### src/rtl/conv_acc_pkg.sv
// Shared types and constants for the conv_mac_acc accumulator slice.
package conv_acc_pkg;

  localparam logic [1:0] CAL_FMT_INT8  = 2'b00;
  localparam logic [1:0] CAL_FMT_INT16 = 2'b01;
  localparam logic [1:0] CAL_FMT_FP16  = 2'b10;

  typedef logic [1:0] cal_fmt_t;

  localparam int unsigned ACC_W_DEF  = 48;
  localparam int unsigned MAC_FRAC_W = 40;
  localparam int unsigned EXP_W      = 8;

  // INT8 and the reserved code run on the integer path.
  function automatic logic is_fp_fmt(input cal_fmt_t fmt);
    logic fp;
    case (fmt)
      CAL_FMT_INT8:  fp = 1'b0;
      CAL_FMT_INT16: fp = 1'b0;
      CAL_FMT_FP16:  fp = 1'b1;
      default:       fp = 1'b0;
    endcase
    return fp;
  endfunction

endpackage

### src/rtl/conv_acc_align_add.sv
// Combinational align-and-add: exponent compare, clamped arithmetic shift of
// the smaller-exponent operand, add. Macro CONV_MAC_ACC_SAT_EN selects a
// saturating adder; otherwise the sum wraps.
module conv_acc_align_add
  import conv_acc_pkg::*;
#(
  parameter int unsigned ACC_W = ACC_W_DEF
) (
  input  logic             is_fp,
  input  logic [EXP_W-1:0] acc_exp,
  input  logic [ACC_W-1:0] acc_frac,
  input  logic [EXP_W-1:0] in_exp,
  input  logic [ACC_W-1:0] in_frac,
  output logic [EXP_W-1:0] sum_exp_c,
  output logic [ACC_W-1:0] sum_frac_c
);

  logic             in_big;
  logic [EXP_W-1:0] d;
  logic [ACC_W-1:0] small_op;
  logic [ACC_W-1:0] big_op;
  logic [ACC_W-1:0] shifted;
  logic [ACC_W-1:0] add_a;
  logic [ACC_W-1:0] add_b;
`ifdef CONV_MAC_ACC_SAT_EN
  logic [ACC_W:0]   sum_ext;
`endif

  // Align operands, add, then apply the FP zero-operand shortcuts.
  always_comb begin
    in_big   = (in_exp >= acc_exp);
    d        = in_big ? (in_exp - acc_exp) : (acc_exp - in_exp);
    small_op = in_big ? acc_frac : in_frac;
    big_op   = in_big ? in_frac : acc_frac;
    if (32'(d) >= ACC_W) shifted = {ACC_W{small_op[ACC_W-1]}};
    else                 shifted = ACC_W'($signed(small_op) >>> d);

    add_a     = is_fp ? big_op : acc_frac;
    add_b     = is_fp ? shifted : in_frac;
    sum_exp_c = (is_fp && in_big) ? in_exp : acc_exp;

`ifdef CONV_MAC_ACC_SAT_EN
    sum_ext = {add_a[ACC_W-1], add_a} + {add_b[ACC_W-1], add_b};
    if (sum_ext[ACC_W] != sum_ext[ACC_W-1])
      sum_frac_c = sum_ext[ACC_W] ? {1'b1, {(ACC_W-1){1'b0}}} : {1'b0, {(ACC_W-1){1'b1}}};
    else
      sum_frac_c = sum_ext[ACC_W-1:0];
`else
    sum_frac_c = add_a + add_b;
`endif

    if (is_fp && (in_frac == '0)) begin
      sum_frac_c = acc_frac;
      sum_exp_c  = acc_exp;
    end else if (is_fp && (acc_frac == '0)) begin
      sum_frac_c = in_frac;
      sum_exp_c  = in_exp;
    end
  end

endmodule

### src/rtl/conv_mac_acc.sv
// Group accumulator behind conv_mac_cell: sums acc_grp_n_m1+1 consecutive
// partial sums (FP16 exponent-aligned or INT16 fixed-point) into one result.
// Optional macro: CONV_MAC_ACC_SAT_EN (saturating adds).
module conv_mac_acc
  import conv_acc_pkg::*;
#(
  parameter int unsigned ACC_W            = ACC_W_DEF,
  parameter int unsigned INFO_ALONG_WIDTH = 2,
  parameter int          SIM_DELAY        = 1
) (
  input  logic                        aclk,
  input  logic                        areset,
  input  logic                        aclken,
  input  logic [1:0]                  calfmt,
  input  logic [7:0]                  acc_grp_n_m1,
  input  logic                        acc_clr,
  input  logic [7:0]                  mac_out_exp,
  input  logic [39:0]                 mac_out_frac,
  input  logic [INFO_ALONG_WIDTH-1:0] mac_out_info_along,
  input  logic                        mac_out_valid,
  output logic [7:0]                  acc_out_exp,
  output logic [ACC_W-1:0]            acc_out_frac,
  output logic [INFO_ALONG_WIDTH-1:0] acc_out_info_along,
  output logic                        acc_out_valid,
  output logic                        acc_busy
);

  // Register delay is a simulation-only notion; not modelled here.
  logic unused_sim_delay_c;
  assign unused_sim_delay_c = (SIM_DELAY != 0);

  logic [7:0]                  cnt_q, cnt_d;
  cal_fmt_t                    fmt_q, fmt_d;
  logic [7:0]                  grp_q, grp_d;
  logic [EXP_W-1:0]            acc_exp_q, acc_exp_d;
  logic [ACC_W-1:0]            acc_frac_q, acc_frac_d;
  logic [EXP_W-1:0]            out_exp_q, out_exp_d;
  logic [ACC_W-1:0]            out_frac_q, out_frac_d;
  logic [INFO_ALONG_WIDTH-1:0] out_info_q, out_info_d;
  logic                        out_valid_q, out_valid_d;
  logic                        busy_q, busy_d;

  logic [7:0]       cnt_eff;
  logic [7:0]       grp_eff;
  cal_fmt_t         fmt_eff;
  logic [ACC_W-1:0] in_frac_ext;
  logic [EXP_W-1:0] sum_exp_c;
  logic [ACC_W-1:0] sum_frac_c;

  assign in_frac_ext = ACC_W'($signed(mac_out_frac));

  conv_acc_align_add #(.ACC_W(ACC_W)) u_align_add (
    .is_fp      (is_fp_fmt(fmt_q)),
    .acc_exp    (acc_exp_q),
    .acc_frac   (acc_frac_q),
    .in_exp     (mac_out_exp),
    .in_frac    (in_frac_ext),
    .sum_exp_c  (sum_exp_c),
    .sum_frac_c (sum_frac_c)
  );

  // Next-state: clear, group start / accumulate, completion and output load.
  always_comb begin
    cnt_d       = cnt_q;
    fmt_d       = fmt_q;
    grp_d       = grp_q;
    acc_exp_d   = acc_exp_q;
    acc_frac_d  = acc_frac_q;
    out_exp_d   = out_exp_q;
    out_frac_d  = out_frac_q;
    out_info_d  = out_info_q;
    out_valid_d = out_valid_q;
    busy_d      = busy_q;
    cnt_eff     = acc_clr ? 8'd0 : cnt_q;
    grp_eff     = (cnt_eff == 8'd0) ? acc_grp_n_m1 : grp_q;
    fmt_eff     = (cnt_eff == 8'd0) ? calfmt : fmt_q;

    if (aclken) begin
      out_valid_d = 1'b0;
      if (acc_clr) begin
        cnt_d      = 8'd0;
        acc_exp_d  = '0;
        acc_frac_d = '0;
      end
      if (mac_out_valid) begin
        if (cnt_eff == 8'd0) begin
          fmt_d      = calfmt;
          grp_d      = acc_grp_n_m1;
          acc_exp_d  = mac_out_exp;
          acc_frac_d = in_frac_ext;
        end else begin
          acc_exp_d  = sum_exp_c;
          acc_frac_d = sum_frac_c;
        end
        if (cnt_eff == grp_eff) begin
          cnt_d       = 8'd0;
          out_valid_d = 1'b1;
          out_frac_d  = acc_frac_d;
          out_exp_d   = is_fp_fmt(fmt_eff) ? acc_exp_d : '0;
          out_info_d  = mac_out_info_along;
        end else begin
          cnt_d = 8'(cnt_eff + 8'd1);
        end
      end
      busy_d = (cnt_d != 8'd0);
    end
  end

  // State and output registers with synchronous reset.
  always_ff @(posedge aclk) begin
    if (areset) begin
      cnt_q       <= '0;
      fmt_q       <= '0;
      grp_q       <= '0;
      acc_exp_q   <= '0;
      acc_frac_q  <= '0;
      out_exp_q   <= '0;
      out_frac_q  <= '0;
      out_info_q  <= '0;
      out_valid_q <= 1'b0;
      busy_q      <= 1'b0;
    end else begin
      cnt_q       <= cnt_d;
      fmt_q       <= fmt_d;
      grp_q       <= grp_d;
      acc_exp_q   <= acc_exp_d;
      acc_frac_q  <= acc_frac_d;
      out_exp_q   <= out_exp_d;
      out_frac_q  <= out_frac_d;
      out_info_q  <= out_info_d;
      out_valid_q <= out_valid_d;
      busy_q      <= busy_d;
    end
  end

  assign acc_out_exp        = out_exp_q;
  assign acc_out_frac       = out_frac_q;
  assign acc_out_info_along = out_info_q;
  assign acc_out_valid      = out_valid_q;
  assign acc_busy           = busy_q;

endmodule
### config.mk
export PLATFORM = sky130hd
export DESIGN_NAME = conv_mac_acc
export DESIGN_NICKNAME = d
export VERILOG_FILES = /design/src/rtl/conv_acc_pkg.sv /design/src/rtl/conv_acc_align_add.sv /design/src/rtl/conv_mac_acc.sv
export SDC_FILE = /design/constraint.sdc
export NUM_CORES = 1
export LEC_CHECK = 0
export BUFFER_PORTS_ARGS = -buffer_cell sky130_fd_sc_hd__buf_2
export CAP_MARGIN = 25
export CELL_PAD_IN_SITES_DETAIL_PLACEMENT = 0
export CELL_PAD_IN_SITES_GLOBAL_PLACEMENT = 1
export CORE_UTILIZATION = 48
export CTS_BUF_LIST = sky130_fd_sc_hd__clkbuf_16
export CTS_CLUSTER_SIZE = 28
export DETAILED_ROUTE_END_ITERATION = 16
export PLACE_DENSITY_LB_ADDON = 0.1
export SYNTH_ARGS = -nofsm -noshare
export SYNTH_HDL_FRONTEND = slang
export SYNTH_HIERARCHICAL = 1
export SYNTH_SLANG_ARGS = --single-unit
### constraint.sdc
create_clock -name aclk -period 14.4 [get_ports aclk]
set_input_delay 1.44 -clock aclk [delete_from_list [all_inputs] [get_ports aclk]]
set_output_delay 1.44 -clock aclk [all_outputs]
set_load 0.005 [all_outputs]
Word-level counts from Yosys, hierarchy flattened
Cells that the tools add are included.

Register bits after elaboration: 134.

Reduce and logical (&&, ||, !) cells: 11. Order comparisons: 2. Shift-type cells: 1. Muxes and demuxes: 31. Add/sub/neg operators: 4. Equal/unequal tests: 3.

Operators with widths (number): 2-to-1 mux 48 bit (10); 2-to-1 mux 8 bit (13); zero test 48 bit (2); adder 48 bit (1); >>> shifter 48 x 8 -> 48 bit (1); subtractor 8 bit (2); adder 8 x 1 -> 8 bit (second input constant) (1); == test 8 bit (1); greater-or-equal comparator 8 x 6 -> 1 bit (second input constant) (1); greater-or-equal comparator 8 bit (1); zero test 8 bit (1); nonzero test 8 bit (1); 2-to-1 mux 1 bit (7); == test 2 bit (second input constant) (2); AND reduction 2 bit (2); logical AND 1 bit (3); AND reduction 3 bit (1); 2-to-1 mux 2 bit (1); nonzero test 2 bit (1).

Logic depth before layout (Yosys ltp)
Gate-level depths: netlist (run 1).

Depth after elaboration: 10. Mapped depth: 36. Gate-level depth less buffers: 31.

Hierarchy
The synthesis (run 1) kept the hierarchy.

By module, submodules not included: conv_acc_align_add (area an instance 9892.0 um2, sequential area each 0.0 um2, instances 1, cells each 1437); conv_mac_acc (area an instance 6004.5 um2, sequential area each 2682.6 um2, instances 1, cells each 699).

Worst setup path before layout (run 1)
No wires, ideal clock.

Kind: input -> register. From: input mac_out_exp[4]. To: register acc_frac_q[47]. Arrival time: 7.611 ns. Data required time: 14.272 ns. Cell stages on the path: 30. Setup slack: 6.662 ns. Path through: ha_1 buf_2 o21a_1 o21a_1 o21a_1 buf_6 o21ai_4 buf_4 mux4_2 or2_2 nor2_1 mux2_2 a221oi_1 nand2_1 ha_1 nand4_1 nor3_1 a221o_1 a21o_1 a31oi_1 o41a_1 o41ai_2 a221o_1 a221oi_1 mux2i_1 a221o_1 a21oi_1 nor2_1 a21oi_1 nor2_1.

Word-level cells in the longest chain between the ends: 10. Elaborated cells between the ends (all ways): 16.

Ends and longest elaborated chain: start: declaration (line conv_mac_acc.sv:17) `input logic [7:0] mac_out_exp,`; subtractor 8 bit / greater-or-equal comparator 8 bit (equally long branches) (line conv_acc_align_add.sv:32, conv_acc_align_add.sv:31); 2-to-1 mux 8 bit / 2-to-1 mux 48 bit (equally long branches) (line conv_acc_align_add.sv:32, conv_acc_align_add.sv:33); >>> shifter 48 x 8 -> 48 bit / greater-or-equal comparator 8 x 6 -> 1 bit (equally long branches) (line conv_acc_align_add.sv:36, conv_acc_align_add.sv:35); 2-to-1 mux 48 bit (line conv_acc_align_add.sv:35) `if (32'(d) >= ACC_W) shifted = {ACC_W{small_op[ACC_W-1]}};`; 2-to-1 mux 48 bit (line conv_acc_align_add.sv:39) `add_b = is_fp ? shifted : in_frac;`; adder 48 bit (*) (line conv_acc_align_add.sv:49) `sum_frac_c = add_a + add_b;`; 2-to-1 mux 48 bit (*) (line conv_acc_align_add.sv:55) `end else if (is_fp && (acc_frac == '0)) begin`; 2-to-1 mux 48 bit (*) (line conv_acc_align_add.sv:52) `if (is_fp && (in_frac == '0)) begin`; named net sum_frac_c[47] (line conv_mac_acc.sv:48) `logic [ACC_W-1:0] sum_frac_c;`; 2-to-1 mux 48 bit (*) (line conv_mac_acc.sv:86) `if (cnt_eff == 8'd0) begin`; 2-to-1 mux 48 bit (*) (line conv_mac_acc.sv:85) `if (mac_out_valid) begin`; end signal: assignment (line conv_mac_acc.sv:127) `acc_frac_q <= acc_frac_d;`; end: declaration (line conv_mac_acc.sv:36) `logic [ACC_W-1:0] acc_frac_q, acc_frac_d;`.

Mark *: on every way through the listed nets, which the timed path passes. The rest lies on a longest branch. A chain may end at the register's enable or synchronous reset.

Worst setup path in the final report (run 1)
From: input mac_out_exp[4]. To: register acc_frac_q[46].

Same word-level chain as after synthesis.

==> metrics.csv, run 1 <==
metric,value,unit
final_area,0.0172,mm²
post_drt_wl_per_cell,26.3,µm
die_area,0.0338,mm²
max_freq,102,MHz
path_max_fanout,62,
comb_power_share,0.510,
gp_congestion,1.07,
ys_top_cells_by_area,"dfxtp_1 (17%), a21oi_1 (7.4%), mux4_2 (6.5%)",
htreeDepth,4,
ant_nets,0,
grt_max_degree,81,
netlist_instances,2136,
hold_violations,0,
p_seq_frac,0.232,
final_core_util,0.529,
hold_ws,0.465,ns
synthesis.area,0.0159,mm²
crit_top_cell,o21a_1,
synth_nets,2268,
layout.area.seq,0.00268,mm²
leakage,6.91,nW
seq_area_frac_synth,0.169,
finalClockSkew,0.0392,ns
crit_path_end_kind,flop,
first_iter_violations,2254,
grt_usage,0.402,
viasPerCell,6.95,
clk_latency,0.46,ns
peakVddDrop,93.1,µV
drv_cap,0,
clkTransAtPathRegs,0.06,ns
drv_slew,0,
final_nets,2275,
finalPower,1.72,mW
fin_cells,2600,
setup_ws,4.56,ns
layout-drive-gt1-share,0.166,
max_stage_delay,0.62,ns
cts_root_buf,clkbuf_16,
cellPowerDensity,100,mW/mm²
p_clk_frac,0.258,
initial_core_util,0.489,
cts.path.max_buffers,2,
synth_top_cell_area_share,0.169,
firstDrtPassIters,6,
status,finished clean,
intPower,932,µW
switching_share,0.459,
numCtsBuffers,17,
cts.repair.resized,0,
synth_common_cells,"a21oi_1 (235), nand2_1 (205), nor2_1 (200)",
num_rows,66,
die_width,184,µm
grt_overflow,0,
cts_tree,done,
hpwl,51.0,mm
synth_most_common_cell,a21oi_1,
route.detailed.drc,0,
min_period,9.84,ns
rsz0062_at_grt,no,
worst_path_max_delay_cell,buf_4,
ctsHoldBuffers,0,
setup_violations,0,
syn_to_final_growth,8.27,%
synth_edf_count,0,
worst_slew_pin_slew,1.02,ns
slew_headroom,0.323,
ys_ff_latch,134,
avgSynthCellArea,7.44,µm²
dr_total_vias,18100,
core,0.0325,mm²
place_ws,4.43,ns
synth_ff_type,dfxtp_1,
yosys.area.top_type,dfxtp_1,
dp.cells,2566,
cp-start-kind,input pin,
cts_setup_buffers,0,
multi_input_area,0.0123,mm²
crit_required,14.68,ns
die_h,184,µm
fillers,3232,
ys_types,103,
placed_area,0.0166,mm²
synth_warnings,6,
path_class,in -> reg,
holdCritPathClass,reg -> reg,
portBuffers,124,
first_global_vias,16300,
grt_pass1_wl,103,mm
cts_sinks,134,
arrival,10.13,ns
antenna_found_initial,2,
switchingPower,792,µW
io_pins,125,
async_flop_share,0,
finalCritPeriodShare,0.683,
routed_wl,68.3,mm
final.setup.tns,0,ns
==> cell families (layout without fill, tap and decap cells) <==
family	after synthesis	count (layout)	share of synthesized area
other cells	0	2	0
flops	134	134	0.169
xor+xnor	44	44	0.0242
fa+ha+maj	67	67	0.0542
simple gates	728	728	0.216
mux	184	184	0.160
buf+inv	226	246	0.0626
compound gates	753	753	0.314
==> final cells by class <==
type / count / share of cell area
multi-input cells: 1776 / 0.714
flip-flops and latches: 134 / 0.156
repair buffers: 157 / 0.0515
well taps: 442 / 0.0321
clock buffers: 17 / 0.0247
inverters: 57 / 0.0124
clock inverters: 15 / 0.00894
diodes: 2 / 0.000291
==> placed cells by master (no fill, tap or decap), types with 64 or more instances in the layout <==
cell,synthesis,routed
a21oi_1,235,234
buf_2,36,123
dfxtp_1,134,134
ha_1,64,64
mux2_2,69,69
nand2_1,205,203
nand3_1,70,70
nor2_1,200,199
nor3_1,103,103
o21ai_0,120,120
==> registers in the layout, indices dropped and copies added, names as in the netlist, 2 cells and up <==
register / flops
fmt_q: 2
acc_out_info_along: 2
acc_exp_q: 8
acc_frac_q: 48
cnt_q: 8
grp_q: 8
acc_out_frac: 48
acc_out_exp: 8
==> power groups by stage <==
stage	sequential, mW	clock (mW)	combinational [mW]
after floorplan	0.397	0	0.585
after global placement	0.406	0	0.840
after detailed placement	0.407	0	0.838
after CTS	0.398	0.451	0.843
after global routing	0.400	0.466	0.930
final	0.400	0.446	0.880
==> critical path, delay by kind of cell <==
family,cells,cell delay [ns]
AO/OA/AOI/OAI,18,4.63
buffers and inverters,5,1.46
AND/OR/NAND/NOR,5,0.85
adder cells (fa/ha/maj),3,0.82
multiplexers,2,0.68
XOR/XNOR,1,0.17
==> worst paths after layout <==
kind,start,cells past startpoint,end,slack [ns]
max,mac_out_exp[4],34,acc_frac_q[46],4.56
min,fmt_q[1],2,fmt_q[1],0.47
max reg2reg,acc_exp_q[4],34,acc_frac_q[46],5.22
min reg2reg,fmt_q[1],2,fmt_q[1],0.47
==> metal layers <==
metal | vias to the layer above | share of wire | track usage
met5 | - | 0.00019 | 0
met4 | 2 | 0.045 | 0.180
met3 | 151 | 0.10 | 0.0751
met2 | 1094 | 0.41 | 0.569
met1 | 8722 | 0.44 | 0.584
li1 | 8109 | - | -
(Power assumes the default switching activity.)
==> run 2: changes to the inputs <==
Settings changed: CORE_UTILIZATION 48 to 46.
Clock period 14.4 ns to 9.3 ns, I/O delays scaled along.
==> run 2 against run 1 <==
Net effect: largest power group unchanged; critical path type unchanged; highest routed layer is now met4; sequential power increased by 55%; count of clock-buffer cells in the layout did not move; critical endpoint is now acc_frac_q[45]; via count fell by 0.13%.
==> metrics.csv, run 2 (synthesis results as in run 1) <==
metric,value,unit,change
status,finished clean,,
setup_violations,0,,unchanged
slew_headroom,0.380,,+0.0570
path_max_fanout,19,,-69%
cts_tree,done,,
holdCritPathClass,reg -> reg,,
cts.path.max_buffers,2,,unchanged
first_iter_violations,2267,,+0.58%
clkTransAtPathRegs,0.06,ns,about the same
cellPowerDensity,154,mW/mm²,+54%
num_rows,67,,+1.5%
post_drt_wl_per_cell,26.0,µm,-0.93%
crit_required,9.59,ns,-5.09 ns
layout-drive-gt1-share,0.178,,+0.0116
clk_latency,0.44,ns,-0.02 ns
arrival,9.15,ns,-0.98 ns
crit_top_cell,a21oi_1,,
ctsHoldBuffers,0,,unchanged
cts_sinks,134,,unchanged
drv_slew,0,,unchanged
viasPerCell,6.84,,-1.6%
leakage,7.08,nW,+2.4%
first_global_vias,16200,,-0.11%
hold_ws,0.461,ns,-0.00408 ns
fin_cells,2639,,+1.5%
rsz0062_at_grt,no,,
cts_root_buf,clkbuf_16,,
ant_nets,0,,unchanged
gp_congestion,1.07,,+0.17%
drv_cap,0,,unchanged
hold_violations,0,,unchanged
path_class,in -> reg,,
route.detailed.drc,0,,unchanged
final.setup.tns,0,ns,unchanged
setup_ws,0.442,ns,-4.12 ns
die_h,188,µm,+2.1%
multi_input_area,0.0123,mm²,about the same
place_ws,0.349,ns,-4.08 ns
max_freq,113,MHz,
grt_pass1_wl,104,mm,+0.42%
routed_wl,68.7,mm,+0.55%
grt_max_degree,82,,+1.2%
htreeDepth,4,,unchanged
cts.repair.resized,0,,unchanged
final_common_cell,a21oi_1,,
initial_core_util,0.471,,-0.0180
final_nets,2310,,+1.5%
cts_setup_buffers,0,,unchanged
syn_to_final_growth,9.66,%,
die_area,0.0353,mm²,+4.3%
crit_path_end_kind,flop,,
layout.area.seq,0.00268,mm²,unchanged
firstDrtPassIters,6,,unchanged
antenna_found_initial,0,,-2
min_period,8.86,ns,
finalClockSkew,0.0158,ns,-0.0234 ns
fillers,3275,,+1.3%
final_cell_mix,"a21oi_1 (234), nand2_1 (203), nor2_1 (199)",,
finalCritPeriodShare,0.952,,
grt_overflow,0,,unchanged
max_stage_delay,0.84,ns,+0.22 ns
dp.cells,2605,,+1.5%
worst_slew_pin_slew,0.927,ns,-0.0887 ns
portBuffers,124,,unchanged
final_core_util,0.516,,-0.0130
grt_usage,0.382,,-0.0200
io_pins,125,,unchanged
die_width,188,µm,+2.1%
core,0.0338,mm²,+3.8%
worst_path_max_delay_cell,or4_1,,
numCtsBuffers,17,,unchanged
dr_total_vias,18100,,-0.13%
hpwl,52.5,mm,+3.0%
peakVddDrop,153,µV,+64%
cp-start-kind,input pin,,
run 2: cell type report:
cell class	instances	area share
clock inverters	14	0.00653
well taps	448	0.0322
inverters	57	0.0123
flip-flops and latches	134	0.154
diodes	1	0.000144
clock buffers	17	0.0244
multi-input cells	1776	0.705
repair buffers	192	0.0656
run 2: worst max-delay path: cells and delay by family:
kind	cells	cell delay, ns
AOI/OAI and AO/OA	18	5.33
xor gates and xnor gates	1	0.19
adders and majority gates	3	0.82
buffers and inverters	3	0.52
and+or+nand+nor	5	1.32
run 2: path summary, 6_finish.rpt:
kind	from	cells past startpoint	slack (ns)	endpoint
max	mac_out_exp[0]	30	0.44	acc_frac_q[45]
min	fmt_q[1]	2	0.46	fmt_q[1]
max reg2reg	acc_exp_q[4]	31	0.67	acc_frac_q[45]
min reg2reg	fmt_q[1]	2	0.46	fmt_q[1]
run 2: per-stage QoR:
| stage | power [mW] | area, µm² |
|---|---|---|
| finish | 2.68 | 17400 |
| global route | 2.78 | 17400 |
| CTS | 2.63 | 17400 |
| floorplan | 1.52 | 15900 |
| global placement | 2.01 | 16900 |
| detailed placement | 1.99 | 16900 |
run 2: per-layer routing:
metal  track usage  vias up  wire (µm)
met5             0        -          0
met4         0.166        0       3010
met3        0.0749      175       6640
met2         0.549     1074      28800
met1         0.548     8636      30300
li1              -     8169          -
run 2: where the power goes:
| group | internal [mW] | leakage, nW | switching [mW] |
|---|---|---|---|
| registers | 0.589 | 1.09 | 0.0292 |
| clock network | 0.363 | 0.267 | 0.275 |
| logic | 0.495 | 5.72 | 0.930 |
